File: src/rtl/mem_pkg.sv
// Shared types and constants for the data-memory side of the selection-sort pipeline.
package mem_pkg;

   localparam int unsigned SB_DEPTH       = 4;
   localparam int unsigned DW_OFFSET_BITS = 3;
   localparam int unsigned XLEN           = 64;

   typedef struct packed {
      logic [XLEN-1:0] addr;
      logic [XLEN-1:0] data;
   } sb_entry_t;

   // Two byte addresses refer to the same doubleword
   function automatic logic dw_match(input logic [XLEN-1:0] a, input logic [XLEN-1:0] b);
      return a[XLEN-1:DW_OFFSET_BITS] == b[XLEN-1:DW_OFFSET_BITS];
   endfunction

endpackage

File: src/rtl/sb_match.sv
// Parallel address compare over the live store-buffer entries; the youngest
// matching entry (closest to tail) supplies hit_data.
module sb_match
   import mem_pkg::*;
#(
   parameter int unsigned DEPTH = SB_DEPTH,
   parameter int unsigned PTR_W = $clog2(DEPTH),
   parameter int unsigned CNT_W = PTR_W + 1
) (
   input  sb_entry_t        entries [DEPTH],
   input  logic [PTR_W-1:0] tail,
   input  logic [CNT_W-1:0] count,
   input  logic [XLEN-1:0]  addr,
   output logic             hit,
   output logic [XLEN-1:0]  hit_data
);

   logic [PTR_W-1:0] idx;

   // Walk from oldest live slot to youngest so the last match seen wins
   always_comb begin
      hit      = 1'b0;
      hit_data = '0;
      idx      = '0;
      for (int k = int'(DEPTH); k >= 1; k--) begin
         idx = tail - PTR_W'(k);
         if ((CNT_W'(k) <= count) && dw_match(entries[idx].addr, addr)) begin
            hit      = 1'b1;
            hit_data = entries[idx].data;
         end
      end
   end

endmodule

File: src/rtl/store_buffer.sv
// Store buffer between EX/MEM and Data_Memory: queues stores, drains them when the
// port is idle, serves loads same-cycle. Define STORE_FWD_EN to forward load hits.
module store_buffer
   import mem_pkg::*;
#(
   parameter int unsigned DEPTH = SB_DEPTH
) (
   input  logic            clk,
   input  logic            reset,
   input  logic            st_valid,
   input  logic            ld_valid,
   input  logic [XLEN-1:0] addr,
   input  logic [XLEN-1:0] wdata,
   output logic            stall,
   output logic [XLEN-1:0] ld_data,
   output logic            empty,
   output logic [XLEN-1:0] mem_address,
   output logic [XLEN-1:0] mem_write_data,
   output logic            memorywrite,
   output logic            memoryread,
   input  logic [XLEN-1:0] mem_read_data
);

   localparam int unsigned PTR_W = $clog2(DEPTH);
   localparam int unsigned CNT_W = PTR_W + 1;

   sb_entry_t        fifo [DEPTH];
   logic [PTR_W-1:0] head;
   logic [PTR_W-1:0] tail;
   logic [CNT_W-1:0] count;
   logic [CNT_W-1:0] count_nxt;
   logic             empty_q;

   logic             is_st;
   logic             is_ld;
   logic             full;
   logic             hit;
   logic [XLEN-1:0]  hit_data;
   logic             accept;
   logic             drain;

   assign is_st = st_valid;
   assign is_ld = ld_valid & ~st_valid;
   assign full  = (count == CNT_W'(DEPTH));

   sb_match #(
      .DEPTH (DEPTH),
      .PTR_W (PTR_W),
      .CNT_W (CNT_W)
   ) u_match (
      .entries  (fifo),
      .tail     (tail),
      .count    (count),
      .addr     (addr),
      .hit      (hit),
      .hit_data (hit_data)
   );

`ifndef STORE_FWD_EN
   logic unused_hit_data;
   assign unused_hit_data = ^hit_data;
`endif

   // Port arbitration: a load miss owns the port, otherwise the head may drain
   always_comb begin
      stall          = 1'b0;
      accept         = 1'b0;
      drain          = 1'b0;
      ld_data        = '0;
      memoryread     = 1'b0;
      memorywrite    = 1'b0;
      mem_address    = '0;
      mem_write_data = '0;
      if (!reset) begin
         if (is_st) begin
            // Full-stall ignores the same-cycle drain so it never depends on it
            stall  = full;
            accept = ~full;
            drain  = (count != '0);
         end else if (is_ld) begin
            if (hit) begin
`ifdef STORE_FWD_EN
               ld_data = hit_data;
               drain   = 1'b1;
`else
               stall   = 1'b1;
               drain   = 1'b1;
`endif
            end else begin
               memoryread  = 1'b1;
               mem_address = addr;
               ld_data     = mem_read_data;
            end
         end else begin
            drain = (count != '0);
         end
         if (drain) begin
            memorywrite    = 1'b1;
            mem_address    = fifo[head].addr;
            mem_write_data = fifo[head].data;
         end
      end
   end

   always_comb begin
      count_nxt = count;
      if (accept && !drain) begin
         count_nxt = count + CNT_W'(1);
      end else if (!accept && drain) begin
         count_nxt = count - CNT_W'(1);
      end
   end

   always_ff @(posedge clk) begin
      if (reset) begin
         head    <= '0;
         tail    <= '0;
         count   <= '0;
         empty_q <= 1'b1;
      end else begin
         if (accept) begin
            tail <= tail + PTR_W'(1);
         end
         if (drain) begin
            head <= head + PTR_W'(1);
         end
         count   <= count_nxt;
         empty_q <= (count_nxt == '0);
      end
   end

   // Entry storage needs no reset; liveness is tracked by head/count
   always_ff @(posedge clk) begin
      if (accept) begin
         fifo[tail] <= '{addr: addr, data: wdata};
      end
   end

   assign empty = empty_q | reset;

endmodule

File: config.mk
export PLATFORM = sky130hd
export DESIGN_NAME = store_buffer
export DESIGN_NICKNAME = d
export VERILOG_FILES = /design/src/rtl/mem_pkg.sv /design/src/rtl/sb_match.sv /design/src/rtl/store_buffer.sv
export SDC_FILE = /design/constraint.sdc
export NUM_CORES = 1
export LEC_CHECK = 0
export ABC_AREA = 1
export BUFFER_PORTS_ARGS = -buffer_cell sky130_fd_sc_hd__clkbuf_2
export CAP_MARGIN = 20
export CELL_PAD_IN_SITES_DETAIL_PLACEMENT = 1
export CELL_PAD_IN_SITES_GLOBAL_PLACEMENT = 1
export CORE_MARGIN = 4
export CORE_UTILIZATION = 40
export CTS_BUF_LIST = sky130_fd_sc_hd__clkbuf_8
export DETAILED_ROUTE_END_ITERATION = 8
export MAX_ROUTING_LAYER = met4
export PLACE_DENSITY = 0.74
export SLEW_MARGIN = 40
export SYNTH_ARGS = -nofsm -noshare
export SYNTH_HDL_FRONTEND = slang
export SYNTH_SLANG_ARGS = --single-unit
File: constraint.sdc
create_clock -name clk -period 8 [get_ports clk]
set_clock_uncertainty 0.2 [all_clocks]
set_input_delay 2 -clock clk [delete_from_list [all_inputs] [get_ports clk]]
set_output_delay 2 -clock clk [all_outputs]
set_load 0.01 [all_outputs]
# --- After elaboration in Yosys (flattened, before gate mapping) ---
# Cells that the tools add are included.
word_totals:
  elab_cells: 105
  reg_bits: 520
  inputBits: 196
classes:
  muxes: 51
  reduce_logical: 11
  n_bitwise: 9
  n_eq_ne: 5
  addsub: 7
  order_cmp: 10
op_table:
  columns: ["operator", "count"]
  rows:
  - ["2-to-1 mux 128 bit", 11]
  - ["binary-select mux 128 bit (select 2 bit)", 5]
  - ["2-to-1 mux 64 bit", 11]
  - ["bitwise mux 512 bit", 1]
  - ["demux 128 bit (select 2 bit)", 1]
  - ["equality test 61 bit", 4]
  - ["2-to-1 mux 1 bit", 20]
  - ["greater-or-equal comparator 3 bit, second input constant", 5]
  - ["NOT 2 -> 3 bit", 5]
  - ["logical AND 1 bit", 7]
  - ["<= comparator 2 x 3 -> 1 bit, first input constant", 2]
  - ["2-to-1 mux 3 bit", 2]
  - ["adder 2 x 1 -> 2 bit, second input constant", 2]
  - ["subtractor 2 bit, second input constant", 2]
  - ["adder 3 x 1 -> 3 bit, second input constant", 1]
  - ["equality test 3 bit, second input constant", 1]
  - ["<= comparator 1 x 3 -> 1 bit, first input constant", 1]
  - ["<= comparator 3 bit, first input constant", 1]
  - ["logical NOT 3 bit", 1]
  - ["less-than comparator 3 x 1 -> 1 bit, second input constant", 1]
  - ["nonzero test 3 bit", 1]
  - ["subtractor 3 x 1 -> 3 bit, second input constant", 1]
  - ["logical NOT 1 bit", 2]
  - ["NOT 1 bit", 2]
  - ["other kinds (3)", 3]

# --- Logic depth before layout (Yosys ltp) ---
# Gate-level depths: netlist (run 1).
depth:
  ltp_word: 19
  depth_mapped: 29
  depth_no_buf: 23

# --- By module ---
# From an unflattened synthesis (run 1), not the netlist that was laid out.
unflattened:
  cells_unflattened: 5861
  area_unflattened_um2: 40722.8
modules_own_cells:
  columns: ["mod", "cells_per_inst", "seq_area_each_um2", "instances", "area_each_um2"]
  rows:
  - ["store_buffer", 1844, 15534.9, 1, 22026.1]
  - ["sb_match", 4017, 0.0, 1, 18696.7]

# --- Least setup slack after synthesis (run 1) ---
# No wires, ideal clock.
synth_timing:
  path_kind: "input -> register"
  startpoint: "in st_valid"
  endpoint: "reg fifo[0] (netlist name), enable pin"
  path_buffers: 0
  path_slack_ns: -0.649
  required_time_ns: 7.183
  t_arrival_ns: 7.833
  cell_stages: 6
  cell_sequence: "inv_1 -> a21oi_1 -> inv_1 -> nor2_1 -> inv_1 -> nor2_1"
synth_via:
  elab_chain_cells: 2
synth_lines:
  columns: ["item", "line_no", "rtl"]
  rows:
  - ["from (decl)", "store_buffer.sv:10", "input logic st_valid,"]
  - ["2-to-1 mux 1 bit", "store_buffer.sv:75", "if (is_st) begin"]
  - ["2-to-1 mux 1 bit", "store_buffer.sv:74", "if (!reset) begin"]
  - ["to (signal, indexed assignment)", "store_buffer.sv:135", "fifo[tail] <= '{addr: addr, data: wdata};"]
  - ["to (decl)", "store_buffer.sv:27", "sb_entry_t fifo [DEPTH];"]
# No other way between the ends.
# A chain may end at the register's enable or synchronous reset.

# --- Final worst setup path (run 1) ---
layout_timing:
  startpoint: "reg tail[0]"
  endpoint: "out mem_address[56]"
layout_via:
  elab_chain_cells: 16
  word_cells_on_any_way: 40
  cone_classes: "add/sub (3); eq/ne (4); mux (25); bitwise (4); reduce/logical (4)"
layout_lines:
  columns: ["item", "line_no", "rtl"]
  rows:
  - ["from (decl)", "store_buffer.sv:29", "logic [PTR_W-1:0] tail;"]
  - ["from (signal assigned)", "store_buffer.sv:122", "tail <= tail + PTR_W'(1);"]
  - ["subtractor 2 bit / NOT 2 -> 3 bit (equally long branches)", "sb_match.sv:26, sb_match.sv:27", null]
  - ["NOT 2 -> 3 bit (not written as such) / binary-select mux 128 bit (select 2 bit) (equally long branches)", null, null]
  - ["binary-select mux 128 bit (select 2 bit) / 2-to-1 mux 128 bit (equally long branches)", null, null]
  - ["2-to-1 mux 128 bit (not written as such)", "sb_match.sv:27", "if ((CNT_W'(k) <= count) && dw_match(entries[idx].addr, addr)) begin"]
  - ["2-to-1 mux 128 bit (not written as such) / equality test 61 bit (equally long branches)", "sb_match.sv:27, mem_pkg.sv:15", null]
  - ["equality test 61 bit / logical AND 1 bit (equally long branches)", "mem_pkg.sv:15, sb_match.sv:27", null]
  - ["logical AND 1 bit / 2-to-1 mux 1 bit (equally long branches)", "sb_match.sv:27", null]
  - ["2-to-1 mux 1 bit (2 in a row)", "sb_match.sv:27", null]
  - ["2-to-1 mux 1 bit (*)", "sb_match.sv:27", null]
  - ["2-to-1 mux 1 bit", "store_buffer.sv:81", "if (hit) begin"]
  - ["2-to-1 mux 1 bit", "store_buffer.sv:80", "end else if (is_ld) begin"]
  - ["2-to-1 mux 1 bit", "store_buffer.sv:75", null]
  - ["2-to-1 mux 1 bit", "store_buffer.sv:74", null]
  - ["2-to-1 mux 64 bit (*)", "store_buffer.sv:97", "if (drain) begin"]
  - ["2-to-1 mux 64 bit (*)", "store_buffer.sv:74", null]
  - ["to (decl)", "store_buffer.sv:17", "output logic [XLEN-1:0] mem_address,"]
# Mark *: on every way between the ends. The rest lies on a longest branch, timed or not. The select of a mux whose other input is x is not followed.

==> flow_summary.yaml, run 1 <==
run_status:
  status: "complete, no violations"
critical_path:
  worstPathRequired_ns: 5.80
  critPathMaxFanout: 59
  rrSetupSlack_ns: 3.30
  start_kind: "flop"
  arrival_ns: 5.56
  end_kind: "output port"
  worstSetupPathType: "reg2out"
global_route:
  gr-total-overflow: 0
  grt_pass1_wl_um: 193000
  grt_max_degree: 140
  grt_usage: 0.315
  antenna_found_initial: 7
  grt_pass1_vias: 31200
pwr:
  power_leakage_uw: 0.0159
  internal-power_uw: 5140
  p_comb_frac: 0.314
  clkPwrFrac: 0.307
  powerDensity_mw_per_mm2: 233
  p_seq_frac: 0.379
  total_power_uw: 8350
  switching_share: 0.384
  switchingPower_uw: 3210
  ir_worst_vdd_mv: 0.207
worst_hold_path:
  holdCritPathClass: "reg2reg"
route:
  vias: 30800
  drc: 0
  routed_wirelength_um: 130000
  vias_per_cell: 5.66
  drt_iter0_drc: 2490
  wl_per_cell_um: 23.9
  drtAntennaViolNets: 0
  first_pass_iters: 5
cts:
  numClockSinks: 520
  hold_buffers: 0
  cts_buffers: 93
  cts_resized: 0
  cts.htree.levels: 3
  cts_setup_buffers: 0
  clk_pin_slew_ns: 0.07
  cts-root-buf: "clkbuf_8"
  cts_buffer_depth: 3
  tritoncts: "built"
  insertion_delay_ns: 0.72
die:
  fp.dieW_um: 287
  dieArea_sq_mm: 0.0824
  die_h_um: 287
  ios: 392
  core_area_sq_mm: 0.0773
  initial_core_util: 0.403
  placementRows: 102
timing:
  final_hold_viol_count: 0
  setup_violations: 0
  max_freq_ghz: 0.129
  worst_pin_slew_ns: 0.889
  fin_setup_tns_ns: 0
  slew_viol_final: 0
  fin_crit_sh: 0.970
  period_needed_ns: 7.76
  hold_slack_ns: 0.400
  grt_setup_unrepaired: "no"
  max_slew_margin: 0.407
synthesis:
  syn_area_sq_mm: 0.0312
  ys_types: 29
  yosysTopAreaCellShare: 0.494
  yosys-top-cells-area: "edfxtp_1 49%, nand2_1 17%, nand3_1 11%"
  synth_seq_cells: 520
  yosys.area.top_type: "edfxtp_1"
  syn_inst: 4013
  yosysWarnings: 0
  synth_nets: 4218
  synth.avg_cell_area_sq_um: 7.76
  yosysSeqAreaShare: 0.499
final_layout:
  fin_nets: 4526
  final_cells: 5443
  area_growth_pct: 15.2
  final_layout_size_suffix_gt1_frac: 0.144
placement:
  io_buffers: 391
  dp_hpwl_um: 88700
  gp_congestion: 1.02
  dpl.cell_count: 5265
flow_run:
  maxCapViolCount: 0
-- stage by stage --
step | setup WS, ns | util | instance area (sq um)
2_1_floorplan | -0.649 | - | 31200
3_3_place_gp | 0.537 | 0.438 | 33900
3_5_place_dp | 0.534 | 0.439 | 34000
4_1_cts | 0.0888 | 0.463 | 35800
5_1_grt | 0.0152 | 0.464 | 35900
6_report | 0.241 | 0.464 | 35900
-- power groups by stage --
stage,clock network [uW],registers [uW],logic (uW)
6_report,2560,3170,2620
5_1_grt,2750,3170,2850
4_1_cts,2610,3170,2580
3_5_place_dp,0,3220,2570
3_3_place_gp,0,3230,2500
2_1_floorplan,0,3210,1580
-- synthesized netlist by cell type (all sizes together) --
cell / number
nor3: 1
nand2: 1406
dfxtp: 8
nor2: 486
edfxtp: 512
clkbuf: 114
xor2: 1
nand3: 701
ha: 9
nand3b: 1
o22ai: 2
o21ai: 165
a31oi: 64
a221oi: 64
nand4: 3
o211ai: 4
a21oi: 202
or2: 1
inv: 152
buf: 117
-- cells by family (layout without fill, tap and decap cells) --
kind of cell / Yosys count / after routing / synth area share
AOI/OAI and AO/OA: 501 / 501 / 0.101
xor gates and xnor gates: 1 / 1 / 0.000281
adders and majority gates: 9 / 9 / 0.00361
buffers and inverters: 383 / 766 / 0.0539
DFF: 520 / 520 / 0.499
other: 0 / 7 / 0
and+or+nand+nor: 2599 / 2599 / 0.342
-- worst max-delay path, cell delays in order, from the launching register on --
cell and delay [ns]:
dfxtp_4 0.36, inv_6 0.26, ha_4 0.35, inv_6 0.30
buf_16 0.35, buf_4 0.25, nand3_1 0.12, nand3_1 0.09
nand2_1 0.20, nor2_1 0.18, nand2_1 0.13, nor2_1 0.11
nand2_1 0.06, nor2_1 0.10, nand2_1 0.12, nand2_1 0.13
nor2_2 0.09, nand2_2 0.15, nand2_2 0.11, nor2_4 0.18
buf_6 0.29, buf_4 0.30, a21oi_1 0.06, a31oi_1 0.29
clkbuf_2 0.20
-- cell usage in the layout, fill, tap and decap left out, types with 14 or more instances in the layout --
cell | Yosys | routed
a221oi_2 | 50 | 50
nand3_1 | 701 | 701
clkbuf_2 | 0 | 391
nand2_1 | 1404 | 1404
a21oi_1 | 201 | 201
o21ai_0 | 150 | 150
buf_4 | 25 | 32
o21ai_1 | 15 | 15
clkinv_1 | 0 | 21
nor2_1 | 485 | 479
edfxtp_1 | 512 | 512
a221oi_1 | 14 | 14
a31oi_1 | 64 | 64
inv_1 | 149 | 176
clkbuf_8 | 0 | 93
-- metal layers --
layer | up-vias | global-route usage | part of all wire
met3 | 258 | 0.0537 | 0.066
met2 | 1040 | 0.519 | 0.48
met4 | 0 | 0.118 | 0.041
li1 | 14300 | - | -
met1 | 15200 | 0.391 | 0.41
met5 | - | - | 0
-- path summary, 6_finish.rpt --
check                               from               to  cells past startpoint
worst max register to register   tail[0]          head[1]                     23
worst max-delay path             tail[0]  mem_address[56]                     24
worst min register to register  count[0]         count[0]                      3
worst min-delay path            count[0]         count[0]                      3
-- area by class of cell --
class                   instances  area [sq um]
flip-flops and latches        520         15500
inverters                     152           602
multi-input cells            3110         14000
well taps                    1040          1300
clock buffers                  93          1280
diodes                          7          17.5
repair buffers                444          2580
clock inverters                77           573
fillers                      9670         41400
-- sequential cells by signal, indices dropped and copies added (netlist names) --
name     cells
count        3
head         2
tail         2
empty_q      1
fifo       512
No activity file was read; power rests on OpenSTA's default activity.
==> inputs of run 2 (changes only) <==
- RECOVER_POWER: unset -> 100
==> flow_summary.yaml, run 2 (synthesized netlist as in run 1, its figures left out) <==
timing:
  grt_setup_unrepaired: "no"
  max_slew_margin: -2.45
  fin_crit_sh: 0.971
  hold_slack_ns: 0.399
  slew_viol_final: 433
  final_hold_viol_count: 0
  max_freq_ghz: 0.129
  worst_pin_slew_ns: 5.17
  period_needed_ns: 7.76
  setup_violations: 0
  fin_setup_tns_ns: 0
placement:
  place_area_sq_mm: 0.0340
  io_buffers: 391
  dp_hpwl_um: 88700
  dpl.cell_count: 5265
  gp_congestion: 1.02
final_layout:
  top_register: "fifo"
  fin_nets: 4526
  final_area_sq_mm: 0.0352
  final_layout_size_suffix_gt1_frac: 0.0703
  top_regs: "fifo (512), count (3)"
  final_common_cell: "nand2_1"
  area_growth_pct: 13.1
  largest_reg_flops: 512
  seq_area_sq_mm: 0.0155
  multiInputGateArea_sq_mm: 0.0138
  final_cells: 5444
  final_cell_mix: "1,404 x nand2_1, 701 x nand3_1, 512 x edfxtp_1, 482 x nor2_1, 290 x clkbuf_1"
  fin_util: 0.456
  fillers: 9854
critical_path:
  worstReg2RegEnd: "fifo[71]"
  end_kind: "output port"
  critPathMaxFanout: 20
  worstSetupPathType: "in2out"
  start_kind: "primary input"
  critPathLaunch: "addr[25]"
  reg2regPathDepth: 9
  arrival_ns: 5.56
  rrSetupSlack_ns: 1.80
  r2r-start: "count[0]"
  worstSetupEndpoint: "mem_address[56]"
  worstPathRequired_ns: 5.80
cts:
  clk_pin_slew_ns: 0.05
  cts_buffers: 93
  insertion_delay_ns: 0.72
  cts_buffer_depth: 3
  cts.htree.levels: 3
  cts-root-buf: "clkbuf_8"
  tritoncts: "built"
  numClockSinks: 520
global_route:
  grt_busiest_layer: "met2"
  use_met1: 0.391
  grt_pass1_wl_um: 193000
  grt_pass1_vias: 31200
  gr-total-overflow: 0
  grt_usage: 0.315
  antenna_found_initial: 7
  grt_max_degree: 140
  grt_use_met3: 0.0537
  grt_use_met2: 0.519
run_status:
  status: "complete, but fails checks"
  violations: "max-capacitance violations, max-slew violations"
flow_run:
  maxCapViolCount: 12
die:
  die_h_um: 287
  placementRows: 102
  fp.dieW_um: 287
  initial_core_util: 0.403
  dieArea_sq_mm: 0.0824
  ios: 392
  core_area_sq_mm: 0.0773
worst_hold_path:
  holdCritPathClass: "reg2reg"
route:
  drtAntennaViolNets: 0
  routed_wirelength_um: 131000
  first_pass_iters: 5
  vias_per_cell: 5.67
  vias: 30900
  wl_per_cell_um: 24.0
  drc: 0
  drt_iter0_drc: 2401
pwr:
  powerDensity_mw_per_mm2: 236
  ir_worst_vdd_mv: 0.205
  power_leakage_uw: 0.0149
[run 2: cell types whose count changed in the layout (fill, tap and decap cells not counted), sizes merged]
cell	change
clkbuf	+14
diode	+1
buf	-14
[run 2: how the worst min path moves through the flow]
stage	from	cells past startpoint	slack, ns	endpoint
floorplan	count[0]	3	0.33	count[0]
detailed placement	count[0]	3	0.38	count[0]
CTS	count[0]	3	0.40	count[0]
global route	count[0]	3	0.43	count[0]
finish	count[0]	3	0.40	count[0]
global placement	count[0]	3	0.38	count[0]
[run 2: critical path: stages]
cell and delay, ns:
clkbuf_1 0.54, inv_1 0.19, nand3_1 0.13, nand2_1 0.17
nor2_1 0.14, nand2_1 0.10, nor2_1 0.27, nand2_1 0.09
nor2_1 0.09, nand2_1 0.06, nand2_1 0.11, nor2_2 0.09
nand2_2 0.15, nand2_2 0.11, nor2_4 0.18, buf_6 0.29
buf_4 0.29, a21oi_1 0.06, a31oi_1 0.30, clkbuf_2 0.20
[run 2: repair_timing]
action	CTS	global route
buffers inserted	0	0
resized for setup	0	7
setup endpoints to repair	0	69
hold buffers	0	0
[run 2: cell type report]
type                            count  area share
Antenna cell                        8    0.000568
Tap cell                         1040      0.0369
Sequential cell                   520       0.441
Clock buffer                       93      0.0363
Clock inverter                     77      0.0163
Multi-Input combinational cell   3110       0.391
Inverter                          152      0.0171
Timing Repair Buffer              444      0.0611
[run 2: layer usage]
metal | routed length [um] | up-vias
li1 | - | 14300
met1 | 53400 | 15200
met2 | 63200 | 1040
met3 | 8630 | 255
met4 | 5380 | 0
met5 | 0 | -
[run 2: metrics by stage]
stage / setup WS (ns) / total power, uW
2_1_floorplan: -0.649 / 4790
3_3_place_gp: 0.537 / 5730
3_5_place_dp: 0.534 / 5790
4_1_cts: 0.0888 / 8360
5_1_grt: 0.0262 / 8740
6_report: 0.235 / 8300
[run 2: power breakdown]
group | total, uW | switching [uW] | internal (uW) | leakage (uW)
registers | 3180 | 61.1 | 3110 | 0.00471
clock network | 2570 | 1230 | 1330 | 0.00106
logic | 2560 | 1900 | 661 | 0.00910
==> inputs of run 3 (changes only) <==
- CORE_ASPECT_RATIO: unset -> 0.6
- PLACE_DENSITY: 0.74 -> 0.71
- clock period: 8 -> 8.1 ns (I/O delays scaled with it)
==> flow_summary.yaml, run 3 (synthesized netlist as in run 1, its figures left out) <==
run_status:
  status: "complete, but fails checks"
  violations: "max-capacitance violations, max-slew violations"
worst_hold_path:
  holdCritPathClass: "reg2reg"
final_layout:
  final_cell_mix: "1,404 x nand2_1, 701 x nand3_1, 512 x edfxtp_1, 482 x nor2_1, 266 x clkbuf_2"
  area_growth_pct: 13.6
  final_common_cell: "nand2_1"
  fin_util: 0.464
  top_regs: "fifo (512), count (3)"
  largest_reg_flops: 512
  top_register: "fifo"
  fin_nets: 4516
  final_cells: 5423
  final_layout_size_suffix_gt1_frac: 0.112
  fillers: 9634
  final_area_sq_mm: 0.0354
cts:
  clk_pin_slew_ns: 0.06
  cts-root-buf: "clkbuf_8"
  insertion_delay_ns: 0.75
  cts_buffers: 85
  cts_buffer_depth: 3
  numClockSinks: 520
  cts.htree.levels: 3
  hold_buffers: 0
  tritoncts: "built"
critical_path:
  crit_chain: "clkbuf_1 -> inv_1 -> nand3_1 -> nand2_1 -> nor2_1 -> nand2_1 -> nor2_1 -> nand2_1 -> nor2_1 -> nand2_1 -> nand2_1 -> nor2_1 -> nand2_2 -> nand2_2 -> nor2_4 -> buf_4 -> a21oi_1 -> a31oi_1 -> clkbuf_2"
  crit_family: "simple AND/OR/NAND/NOR gates"
  worst-path-buf-inv: 4
  end_kind: "output port"
  crit_top_cell: "nand2_1"
  start_kind: "primary input"
  cp_slowest_cell: "clkbuf_1"
  arrival_ns: 5.81
  critPathMaxStageDelay_ns: 0.61
  worstPathRequired_ns: 5.88
  worstSetupPathType: "in2out"
  critPathMaxFanout: 15
pwr:
  ir_worst_vdd_mv: 0.155
  power_leakage_uw: 0.0153
  powerDensity_mw_per_mm2: 228
placement:
  io_buffers: 391
  gp_congestion: 1.01
  dp_hpwl_um: 93700
  place_area_sq_mm: 0.0340
  dpl.cell_count: 5262
global_route:
  grt_pass1_wl_um: 198000
  grt_max_degree: 161
  gr-total-overflow: 0
  antenna_found_initial: 7
  grt_pass1_vias: 29600
  grt_usage: 0.327
die:
  dieArea_sq_mm: 0.0826
  initial_core_util: 0.408
  die_h_um: 224
  placementRows: 78
  ios: 392
  fp.dieW_um: 368
  core_area_sq_mm: 0.0763
route:
  wl_per_cell_um: 24.8
  routed_wirelength_um: 135000
  drt_iter0_drc: 3806
  first_pass_iters: 7
  vias_per_cell: 5.73
  vias: 31100
  drtAntennaViolNets: 0
  drc: 0
timing:
  worst_pin_slew_ns: 4.89
  period_needed_ns: 8.04
  max_slew_margin: -2.26
  slew_viol_final: 355
  max_freq_ghz: 0.124
  fin_crit_sh: 0.992
  setup_violations: 0
  final_hold_viol_count: 0
flow_run:
  maxCapViolCount: 6
-- run 3: changes by cell type in the layout (fill, tap and decap cells not counted), moves of 5 or more --
| cell | before | now |
|---|---|---|
| clkbuf_2 | 114 | 266 |
| a221oi_2 | 17 | 50 |
| a221oi_1 | 47 | 14 |
| clkinv_2 | 12 | 18 |
| inv_1 | 176 | 159 |
| clkinv_1 | 21 | 26 |
| clkbuf_1 | 290 | 132 |
| buf_12 | 6 | 12 |
| clkbuf_8 | 93 | 87 |
-- run 3: final timing paths --
kind	depth (start not counted)	to	slack, ns	startpoint
setup / recovery	19	mem_address[5]	0.06	addr[52]
hold / removal	3	count[0]	0.41	count[0]
setup reg to reg	9	fifo[149]	0.88	count[0]
hold reg to reg	3	count[0]	0.41	count[0]
-- run 3: repair_timing --
| action | CTS | global route |
|---|---|---|
| setup buffers | 0 | 1 |
| gates resized for setup | 1 | 4 |
| setup endpoints to repair | 1 | 110 |
| pin swaps | 0 | 1 |
-- run 3: metrics by stage --
stage / TNS [ns] / hold slack [ns] / total power [uW] / setup WS, ns
3_5_place_dp: 0 / 0.389 / 5790 / 0.457
6_report: 0 / 0.410 / 8080 / 0.0622
4_1_cts: 0 / 0.402 / 8060 / 0.106
5_1_grt: -0.0261 / 0.480 / 8470 / -0.0179
2_1_floorplan: -294.09 / 0.332 / 4730 / -0.574
3_3_place_gp: 0 / 0.389 / 5740 / 0.404
-- run 3: final cells by class --
| cell class | count | area (sq um) | area share |
|---|---|---|---|
| antenna | 8 | 20.0 | 0.000566 |
| clock buffer | 87 | 1200 | 0.0338 |
| sequential | 520 | 15500 | 0.439 |
| tap | 1040 | 1300 | 0.0368 |
| clock inverter | 64 | 363 | 0.0103 |
| multi-input combinational | 3110 | 14000 | 0.395 |
| inverter | 152 | 602 | 0.0170 |
| timing repair buffer | 442 | 2370 | 0.0669 |
-- run 3: routing by layer --
layer / vias up / part of all wire / track usage
met1: 15300 / 0.47 / 0.495
met4: 0 / 0.012 / 0.0454
li1: 14300 / - / -
met2: 1356 / 0.42 / 0.448
met3: 113 / 0.10 / 0.0816
met5: - / 0 / -
-- run 3: worst min-delay path, stage by stage (launching register included) --
cell and delay [ns]:
dfxtp_1 0.36, nand2_1 0.09, nand3_1 0.08, inv_1 0.06
-- run 3: power by group --
group          switching [uW]  total, uW  internal (uW)
registers                70.8       3150           3070
clock network            1170       2270           1100
logic                    1980       2670            686
